--- src/rtl/spi_reg_pkg.sv ---
// ---------------------------------------------------------------------------
// spi_reg_pkg: shared types and constants for the SPI register controller. Rev 1.0
// ---------------------------------------------------------------------------
`default_nettype none

package spi_reg_pkg;

  typedef enum logic [2:0] {
    IDLE = 3'd0,
    CMD  = 3'd1,
    WR   = 3'd2,
    RD   = 3'd3,
    ERR  = 3'd4
  } state_e;

  localparam int         CMD_WR_BIT        = 7;
  localparam logic [6:0] STATUS_ID_DEFAULT = 7'h25;
  localparam logic [7:0] ERR_FILL          = 8'h00;

endpackage

`default_nettype wire

--- src/rtl/spi_reg_bank.sv ---
// ---------------------------------------------------------------------------
// spi_reg_bank: register array with write decode, read mux and flat export. Rev 1.0
// ---------------------------------------------------------------------------
`default_nettype none

module spi_reg_bank #(
  parameter int REG_W  = 32,
  parameter int NREGS  = 8,
  parameter int ADDR_W = $clog2(NREGS)
) (
  input  logic                    clk,
  input  logic                    rst_n,
  input  logic                    wr_en_i,
  input  logic [ADDR_W-1:0]       wr_addr_i,
  input  logic [REG_W-1:0]        wr_data_i,
  input  logic [ADDR_W-1:0]       rd_addr_i,
  output logic [REG_W-1:0]        rd_data_o,
  output logic [NREGS*REG_W-1:0]  regs_flat_o
);

  logic [REG_W-1:0] regs_q [NREGS];

  always_ff @(posedge clk or negedge rst_n) begin
    if (!rst_n) begin
      for (int i = 0; i < NREGS; i++) begin
        regs_q[i] <= '0;
      end
    end else begin
      for (int i = 0; i < NREGS; i++) begin
        if (wr_en_i && (wr_addr_i == ADDR_W'(i))) begin
          regs_q[i] <= wr_data_i;
        end
      end
    end
  end

  assign rd_data_o = regs_q[rd_addr_i];

  for (genvar g = 0; g < NREGS; g++) begin : g_flat
    assign regs_flat_o[g*REG_W +: REG_W] = regs_q[g];
  end

endmodule

`default_nettype wire

--- src/rtl/spi_reg_ctrl.sv ---
// ---------------------------------------------------------------------------
// spi_reg_ctrl: parses SPI frames (command byte + data bytes) into register
// writes and streams register contents back on the transmit byte. Rev 1.0
// ---------------------------------------------------------------------------
`default_nettype none

module spi_reg_ctrl
  import spi_reg_pkg::*;
#(
  parameter int         REG_W     = 32,
  parameter int         NREGS     = 8,
  parameter int         ADDR_W    = 3,
  parameter logic [6:0] STATUS_ID = STATUS_ID_DEFAULT
) (
  input  logic                   clk,
  input  logic                   rst_n,
  input  logic                   frame_start,
  input  logic                   frame_end,
  input  logic                   rx_valid,
  input  logic [7:0]             rx_data,
  output logic [7:0]             tx_data,
  output logic                   reg_wr_stb,
  output logic [ADDR_W-1:0]      reg_wr_addr,
  output logic [REG_W-1:0]       reg_wr_data,
  output logic                   rd_stb,
  output logic [ADDR_W-1:0]      rd_addr,
  output logic [NREGS*REG_W-1:0] regs_flat,
  output logic                   err_sticky
);

  localparam int NB   = REG_W / 8;
  localparam int BI_W = (NB > 1) ? $clog2(NB) : 1;

  state_e              state_q, state_d;
  logic [BI_W-1:0]     byte_idx_q, byte_idx_d;
  logic [ADDR_W-1:0]   cur_addr_q, cur_addr_d;
  logic [REG_W-1:0]    acc_q, acc_d;
  logic [REG_W-1:0]    shadow_q, shadow_d;
  logic [7:0]          tx_q, tx_d;
  logic                err_q, err_d;
  logic                wr_stb_q, wr_stb_d;
  logic [ADDR_W-1:0]   wr_addr_q, wr_addr_d;
  logic [REG_W-1:0]    wr_data_q, wr_data_d;
  logic                rd_stb_q, rd_stb_d;
  logic [ADDR_W-1:0]   rd_addr_q, rd_addr_d;

  logic                w_bank_wr_en;
  logic [ADDR_W-1:0]   w_bank_rd_addr;
  logic [REG_W-1:0]    w_bank_rd_data;
  logic [ADDR_W-1:0]   w_addr_inc;
  logic [REG_W-1:0]    w_acc_nxt;
  logic [REG_W-1:0]    w_shadow_sh;
  logic                w_last_byte;
  logic                w_bad_addr;

  assign w_addr_inc  = (cur_addr_q == ADDR_W'(NREGS - 1)) ? '0 : cur_addr_q + 1'b1;
  assign w_acc_nxt   = (acc_q << 8) | REG_W'(rx_data);
  assign w_shadow_sh = shadow_q << 8;
  assign w_last_byte = (byte_idx_q == BI_W'(NB - 1));
  assign w_bad_addr  = ({1'b0, rx_data[6:0]} >= 8'(NREGS));

  // The command byte selects the register to snapshot; afterwards the read
  // mux looks ahead to the next sequential register.
  assign w_bank_rd_addr = (state_q == CMD) ? rx_data[ADDR_W-1:0] : w_addr_inc;

  spi_reg_bank #(
    .REG_W  (REG_W),
    .NREGS  (NREGS),
    .ADDR_W (ADDR_W)
  ) u_bank (
    .clk         (clk),
    .rst_n       (rst_n),
    .wr_en_i     (w_bank_wr_en),
    .wr_addr_i   (cur_addr_q),
    .wr_data_i   (w_acc_nxt),
    .rd_addr_i   (w_bank_rd_addr),
    .rd_data_o   (w_bank_rd_data),
    .regs_flat_o (regs_flat)
  );

  always_comb begin
    state_d      = state_q;
    byte_idx_d   = byte_idx_q;
    cur_addr_d   = cur_addr_q;
    acc_d        = acc_q;
    shadow_d     = shadow_q;
    tx_d         = tx_q;
    err_d        = err_q;
    wr_stb_d     = 1'b0;
    wr_addr_d    = wr_addr_q;
    wr_data_d    = wr_data_q;
    rd_stb_d     = 1'b0;
    rd_addr_d    = rd_addr_q;
    w_bank_wr_en = 1'b0;

    if (frame_start) begin
      state_d    = CMD;
      byte_idx_d = '0;
      tx_d       = {err_q, STATUS_ID};
    end else begin
      if (rx_valid) begin
        unique case (state_q)
          CMD: begin
            byte_idx_d = '0;
            if (w_bad_addr) begin
              state_d = ERR;
              err_d   = 1'b1;
              tx_d    = ERR_FILL;
            end else begin
              err_d      = 1'b0;
              cur_addr_d = rx_data[ADDR_W-1:0];
              if (rx_data[CMD_WR_BIT]) begin
                state_d = WR;
                tx_d    = ERR_FILL;
              end else begin
                state_d   = RD;
                shadow_d  = w_bank_rd_data;
                tx_d      = w_bank_rd_data[REG_W-1 -: 8];
                rd_stb_d  = 1'b1;
                rd_addr_d = rx_data[ADDR_W-1:0];
              end
            end
          end
          WR: begin
            tx_d = ERR_FILL;
            if (w_last_byte) begin
              w_bank_wr_en = 1'b1;
              wr_stb_d     = 1'b1;
              wr_addr_d    = cur_addr_q;
              wr_data_d    = w_acc_nxt;
              cur_addr_d   = w_addr_inc;
              byte_idx_d   = '0;
            end else begin
              acc_d      = w_acc_nxt;
              byte_idx_d = byte_idx_q + 1'b1;
            end
          end
          RD: begin
            if (w_last_byte) begin
              cur_addr_d = w_addr_inc;
              shadow_d   = w_bank_rd_data;
              tx_d       = w_bank_rd_data[REG_W-1 -: 8];
              rd_stb_d   = 1'b1;
              rd_addr_d  = w_addr_inc;
              byte_idx_d = '0;
            end else begin
              shadow_d   = w_shadow_sh;
              tx_d       = w_shadow_sh[REG_W-1 -: 8];
              byte_idx_d = byte_idx_q + 1'b1;
            end
          end
          default: ;
        endcase
      end
      // A byte landing with frame_end is processed above before going idle.
      if (frame_end) begin
        state_d = IDLE;
        tx_d    = {err_d, STATUS_ID};
      end
    end
  end

  always_ff @(posedge clk or negedge rst_n) begin
    if (!rst_n) begin
      state_q    <= IDLE;
      byte_idx_q <= '0;
      cur_addr_q <= '0;
      acc_q      <= '0;
      shadow_q   <= '0;
      tx_q       <= {1'b0, STATUS_ID};
      err_q      <= 1'b0;
      wr_stb_q   <= 1'b0;
      wr_addr_q  <= '0;
      wr_data_q  <= '0;
      rd_stb_q   <= 1'b0;
      rd_addr_q  <= '0;
    end else begin
      state_q    <= state_d;
      byte_idx_q <= byte_idx_d;
      cur_addr_q <= cur_addr_d;
      acc_q      <= acc_d;
      shadow_q   <= shadow_d;
      tx_q       <= tx_d;
      err_q      <= err_d;
      wr_stb_q   <= wr_stb_d;
      wr_addr_q  <= wr_addr_d;
      wr_data_q  <= wr_data_d;
      rd_stb_q   <= rd_stb_d;
      rd_addr_q  <= rd_addr_d;
    end
  end

  assign tx_data     = tx_q;
  assign reg_wr_stb  = wr_stb_q;
  assign reg_wr_addr = wr_addr_q;
  assign reg_wr_data = wr_data_q;
  assign rd_stb      = rd_stb_q;
  assign rd_addr     = rd_addr_q;
  assign err_sticky  = err_q;

endmodule

`default_nettype wire

--- config.mk ---
export PLATFORM = sky130hd
export DESIGN_NAME = spi_reg_ctrl
export DESIGN_NICKNAME = d
export VERILOG_FILES = /design/src/rtl/spi_reg_pkg.sv /design/src/rtl/spi_reg_bank.sv /design/src/rtl/spi_reg_ctrl.sv
export SDC_FILE = /design/constraint.sdc
export NUM_CORES = 1
export LEC_CHECK = 0
export CORE_MARGIN = 1.5
export CORE_UTILIZATION = 55
export DETAILED_ROUTE_END_ITERATION = 10
export HOLD_SLACK_MARGIN = 0.15
export PLACE_DENSITY = 0.83
export SETUP_SLACK_MARGIN = 0.15
export SLEW_MARGIN = 20
export SYNTH_ARGS = -nofsm -noshare
export SYNTH_HDL_FRONTEND = slang
export SYNTH_SLANG_ARGS = --single-unit
--- constraint.sdc ---
create_clock -name clk -period 7.72 [get_ports clk]
set_input_delay 1.158 -clock clk [delete_from_list [all_inputs] [get_ports clk]]
set_output_delay 1.158 -clock clk [all_outputs]
set_load 0.01 [all_outputs]
Word-level counts from Yosys, hierarchy flattened

Cells that the tools add are included.

Add/subtract/negate cells: 2
Order comparisons: 2
Equality and inequality tests: 15
Multiplexer cells: 44
Bitwise gates (word level): 4
Reductions and logical operators: 25

Operator list:

| kind                 | count |
|---|---|
| $bmux W32 S3         | 1 |
| $mux W24             | 3 |
| $mux W32             | 2 |
| $mux W8              | 6 |
| $pmux W24 S2         | 1 |
| $mux W3              | 11 |
| $or A32 B8 Y32       | 1 |
| $pmux W8 S3          | 1 |
| $eq A3 B2 Y1 const B | 4 |
| $eq A3 B3 Y1 const B | 4 |
| $mux W1              | 12 |
| $pmux W3 S2          | 2 |
| $reduce_and A5 Y1    | 2 |
| $reduce_bool A3 Y1   | 3 |
| $logic_and A1 B1 Y1  | 8 |
| $reduce_and A4 Y1    | 2 |
| $ge A7 B4 Y1 const B | 1 |
| $eq A3 B1 Y1 const B | 2 |
| $mux W2              | 3 |
| $ne A2 B2 Y1 const B | 3 |
| $reduce_and A2 Y1    | 3 |
| $reduce_and A6 Y1    | 1 |
| $reduce_bool A2 Y1   | 3 |
| $reduce_bool A5 Y1   | 1 |
| other kinds (11)     | 12 |

Bits in registers: 361
Bits of input ports: 13
Output and inout port bits: 305
Word-level logic and storage cells: 112

Logic depth before layout (Yosys ltp)

Depth after elaboration: 13
Mapped depth: 11
Depth with buffers taken out: 7

Hierarchy

Synthesis repeated with hierarchy kept, for this count alone.

Cell total of the unflattened synthesis: 1012
Area, all modules: 16326.9 um^2

By module, submodules not included:

| module       | instances | cells each | area each (um^2) | sequential area each (um^2) |
|---|---|---|---|---|
| spi_reg_bank | 1         | 665        | 11639.9          | 6406.1 |
| spi_reg_ctrl | 1         | 347        | 4687.0           | 2631.3 |

Least setup slack after synthesis

OpenSTA, ideal clock, no wires.

Path type: in2reg
Start: input rx_data[3]
End: register shadow_q[13]
Library setup time: 0.126 ns
Arrival: 2.789 ns
Required time: 7.594 ns
Slack: 4.805 ns
Stages on the path: 6
Buffers on the path: 1
Path through: or4_1 -> o31ai_2 -> nand2_1 -> nor2_2 -> buf_4 -> a211oi_1

Cells in the longest elaborated chain, start to end: 3

RTL lines:

| what                        | RTL line            | RTL |
|---|---|---|
| start: declaration          | spi_reg_ctrl.sv:20  | `input logic [7:0] rx_data,` |
| $ge A7 B4 Y1                | spi_reg_ctrl.sv:60  | `assign w_bad_addr = ({1'b0, rx_data[6:0]} >= 8'(NREGS));` |
| $ne A2 B2 Y1 (no line)      | -                   |  |
| $reduce_and A5 Y1 (no line) | -                   |  |
| end signal: assignment      | spi_reg_ctrl.sv:182 | `shadow_q <= shadow_d;` |
| end: declaration            | spi_reg_ctrl.sv:38  | `logic [REG_W-1:0] shadow_q, shadow_d;` |

No other way between the ends.
A chain may end at the register's enable or synchronous reset.

Final worst setup path

Start: input rx_data[1]
End: register shadow_q[6]

Cells in the longest elaborated chain, start to end: 8
Elaborated cells on any way between the ends: 12
Classes of those cells: order compare: 1; eq/ne: 1; mux: 8; bitwise: 1; reduce/logical: 1

RTL lines:

| what                                         | RTL line            | RTL |
|---|---|---|
| $mux W3                                      | spi_reg_ctrl.sv:64  | `assign w_bank_rd_addr = (state_q == CMD) ? rx_data[ADDR_W-1:0] : w_addr_inc;` |
| $not A3 Y4 (not written as such)             | spi_reg_bank.sv:37  | `assign rd_data_o = regs_q[rd_addr_i];` |
| $bmux W32 S3                                 | spi_reg_bank.sv:37  |  |
| $mux W32 (not written as such) (2 in series) | spi_reg_bank.sv:37  |  |
| $mux W24                                     | spi_reg_ctrl.sv:112 | `if (rx_data[CMD_WR_BIT]) begin` |
| $mux W24                                     | spi_reg_ctrl.sv:105 | `if (w_bad_addr) begin` |
| $pmux W24 S2                                 | spi_reg_ctrl.sv:102 | `unique case (state_q)` |

Parallel ways exist; a longest one is shown, timed or not. The select of a mux whose other input is x is not followed.

==> results.txt <==
----------------------------------------------------
[Outcome]
  Result of the run ... completed

[Drt]
  Routed Wire Length ... 50,700 µm
  Initial DRC Count ... approximately 1,200
  DR vias ... 12,400
  Via-per-instance ratio ... 6.27
  Total DRC errors in the routed layout ... 0
  First-pass detailed-route iteration total ... 5
  Post-detailed-route wirelength per cell ... 25.7 µm
  Remaining number of nets flagged by the antenna check after routing ... 0

[Power and ir drop]
  Switching power total ... 0.00115 W
  Part of the total power dissipated in sequential elements ... 0.464
  Maximum vdd drop ... 140 µV
  Internal Power ... 0.00308 W
  Part of the power in the clock network ... 0.415
  Switching share of total power ... 0.271
  Combinational share of power ... 0.121
  Power density over cell area ... 199 nW/µm²
  Leakage power figure ... about 9.8 nW

[Timing]
  Upper clock frequency limit ... 0.238 GHz
  Pins Over Slew Limit ... 0
  Relative slew margins ... 0.244
  Unrepaired setup endpoints after global routing ... false
  Final critical delay including setup and external delays ... 4.20 ns
  Worst setup margin ... 3.52 ns
  Number of setup violations in the final report ... 0
  Final worst path period share ... 0.544
  Worst-Margin Slew ... around 1.1 ns
  Largest clock skew in the final design ... approximately 0.017 ns
  Final TNS setup ... 0 ns
  Count of final hold-check violations ... 0

[Yosys]
  Synthesized flop and latch total ... 361
  Yosys warning count ... 0
  Predominant post-synthesis flop cell ... sky130_fd_sc_hd__dfrtp_1
  Most frequently used cell type in the post-synthesis netlist ... sky130_fd_sc_hd__dfrtp_1
  Syn_nets ... around 1,300
  Sequential fraction of the synthesis area ... 0.541
  Mapped cell area ... about 17,000 µm²
  Fraction of synthesis flops using an asynchronous set or reset pin ... 1.00
  Most frequent cells after synthesis ... sky130_fd_sc_hd__dfrtp_1, sky130_fd_sc_hd__mux2_2, sky130_fd_sc_hd__nand2_1
  Mean area per synthesized cell ... 12.8 µm²
  Cell accounting for the most synthesized area ... sky130_fd_sc_hd__dfrtp_1
  Number of flops mapped to enable cells by yosys ... 0
  Area share of the largest cell type after synthesis ... 0.537
  Cells taking the most area after synthesis ... sky130_fd_sc_hd__dfrtp_1, sky130_fd_sc_hd__mux2_2, sky130_fd_sc_hd__mux2i_1, sky130_fd_sc_hd__o211ai_1, sky130_fd_sc_hd__nand2_1
  Number of distinct library cell variants in the gate-level netlist after synthesis ... 62
  Count of mapped cells out of synthesis ... around 1,300

[CTS]
  Number of CTS-inserted buffers ... 39
  Number of H-tree levels ... 2
  Max Root-Sink Buffers ... 3
  TritonCTS clock tree ... yes
  Count of instances resized after the clock tree is built ... 0
  Number of setup buffers added after CTS ... 0
  Clock transition at path regs ... 0.06 ns
  Root Buffer Master ... sky130_fd_sc_hd__clkbuf_16
  Cts-stage hold buffer count ... 0
  Sinks on Clock Net ... roughly 360
  Worst skew pair latency ... 0.53 ns

[Placed design]
  Placed cell areas ... 20,000 µm²
  Placer Congestion ... 0.917
  Placement-stage worst setup slack ... 2.66 ns
  Cell Count Post-Placement ... 1,903
  Detailed-placement wirelength estimate ... between 30,000 and 40,000 µm
  Count of buffers from port buffering ... 317

[Global route]
  Pin count of the biggest net entering global routing ... 195
  Tot GR Track Use ... 0.323
  Via count of the first global-routing pass ... 12,500
  Wire length of the first global-routing pass ... 76,000 µm
  Initial antenna violation count ... 0
  Global route overflow ... 0

[Layout]
  Number of nets in the finished design ... 1,575
  Post-route insts no fill ... 1,974
  Multi-input logic area ... 7060 µm²
  Area growth syn-to-layout ... 27.2%
  Reg area ... 9040 µm²
  Final Cell Area ... 21,200 µm²
  Share of final-layout standard cells stronger than drive strength 1 ... 0.270
  Fill cells ... just over 2,000

[Setup path]
  Sort of element at the start of the critical path ... input pin
  Critical path capture point type ... register
  Critical path class ... in -> reg
  Path depth of the worst reg2reg path ... 8
  Endpoint required time on the critical path ... 8.14 ns
  Arrival time at the worst endpoint ... 4.62 ns
  Maximum net fanout on the critical path ... 44

[Run]
  Max Cap Violations ... 0

[Floorplan]
  DIE AREA ... 31,400 µm²
  Core ar. ... slightly below 30,000 µm²
  Y dimension of the die ... 177 µm
  I/O pin count ... 318
  Chip width ... roughly 180 µm
  Core Rows ... 63
  Initial core utilization ... 0.560

[Hold path]
  Cell depth of the worst hold path ... 2
  Hold crit path type ... reg -> reg

----------------------------------------------------
[metal layers]
metal / up-vias / global-route usage / part of all wire
li1: 5226 / - / -
met1: 6345 / 0.435 / 0.40
met2: 676 / 0.516 / 0.48
met3: 124 / 0.0588 / 0.081
met4: 0 / 0.137 / 0.037
met5: - / 0 / 0
[worst max-delay path, cell delays in order]
cell and delay [ns]:
sky130_fd_sc_hd__clkdlybuf4s50_1 0.78, sky130_fd_sc_hd__nand4bb_2 0.26, sky130_fd_sc_hd__buf_4 0.53, sky130_fd_sc_hd__o21a_2 0.69
sky130_fd_sc_hd__buf_4 0.52, sky130_fd_sc_hd__nand2_1 0.15, sky130_fd_sc_hd__a311o_1 0.36, sky130_fd_sc_hd__o311ai_1 0.10
[registers in the layout, indices dropped and copies added (netlist names), 3 cells and up]
| register | cells |
|---|---|
| acc_q | 24 |
| cur_addr_q | 3 |
| rd_addr | 3 |
| reg_wr_addr | 3 |
| reg_wr_data | 32 |
| shadow_q | 24 |
| state_q | 3 |
| tx_data | 8 |
| u_bank.regs_flat_o | 256 |
[power groups by stage]
stage          Combinational (W)  Sequential [W]  Clock (W)
6_report                0.000510         0.00196    0.00175
5_1_grt                 0.000541         0.00196    0.00185
4_1_cts                 0.000498         0.00196    0.00176
3_5_place_dp            0.000496         0.00199          0
3_3_place_gp            0.000487         0.00199          0
2_1_floorplan           0.000325         0.00197          0
[kinds of logic (layout without fill, tap and decap cells)]
logic type / count (synthesis) / in the layout / share of synthesized area
buffers and inverters: 164 / 441 / 0.0420
AOI/OAI and AO/OA: 197 / 197 / 0.0881
other: 0 / 1 / 0
adders and majority gates: 7 / 7 / 0.00525
DFF: 361 / 361 / 0.541
muxes: 407 / 407 / 0.272
and+or+nand+nor: 170 / 170 / 0.0508
[path summary, 6_finish.rpt]
check                               from  slack [ns]                 endpoint
max                           rx_data[1]        3.52              shadow_q[6]
min                           rd_addr[2]        0.50               rd_addr[2]
max reg2reg                cur_addr_q[0]        3.97               tx_data[2]
min reg2reg                   rd_addr[2]        0.50               rd_addr[2]
max in group asynchronous          rst_n        5.60  u_bank.regs_flat_o[208]
min in group asynchronous          rst_n        0.65            cur_addr_q[0]
[area by class of cell]
| class | instances | area share |
|---|---|---|
| multi-input combinational | 781 | 0.332 |
| sequential | 361 | 0.426 |
| clock inverter | 11 | 0.00277 |
| clock buffer | 58 | 0.0531 |
| tap | 390 | 0.0230 |
| timing repair buffer | 329 | 0.155 |
| inverter | 43 | 0.00760 |
| antenna | 1 | 0.000118 |
[placed cells by master (no fill, tap or decap), types with 10 or more instances in the layout]
master / n
sky130_fd_sc_hd__a211oi_1: 24
sky130_fd_sc_hd__a21oi_1: 28
sky130_fd_sc_hd__and3_1: 16
sky130_fd_sc_hd__buf_4: 10
sky130_fd_sc_hd__clkbuf_1: 11
sky130_fd_sc_hd__clkbuf_16: 39
sky130_fd_sc_hd__clkdlybuf4s50_1: 316
sky130_fd_sc_hd__clkinv_2: 10
sky130_fd_sc_hd__dfrtp_1: 358
sky130_fd_sc_hd__inv_1: 43
sky130_fd_sc_hd__mux2_1: 11
sky130_fd_sc_hd__mux2_2: 324
sky130_fd_sc_hd__mux2i_1: 67
sky130_fd_sc_hd__nand2_1: 82
sky130_fd_sc_hd__nand2b_1: 18
sky130_fd_sc_hd__nor2_1: 17
sky130_fd_sc_hd__o211a_1: 11
sky130_fd_sc_hd__o211ai_1: 70
sky130_fd_sc_hd__o21ai_0: 12
[metrics by stage]
step / hold WS, ns / total power, W / util
after floorplan: 0.447 / 0.00230 / -
after global placement: 0.477 / 0.00248 / 0.671
after detailed placement: 0.490 / 0.00249 / 0.671
after CTS: 0.506 / 0.00422 / 0.711
after global routing: 0.526 / 0.00436 / 0.713
final: 0.504 / 0.00423 / 0.713
Note: power is estimated with default switching activity, not from simulation.
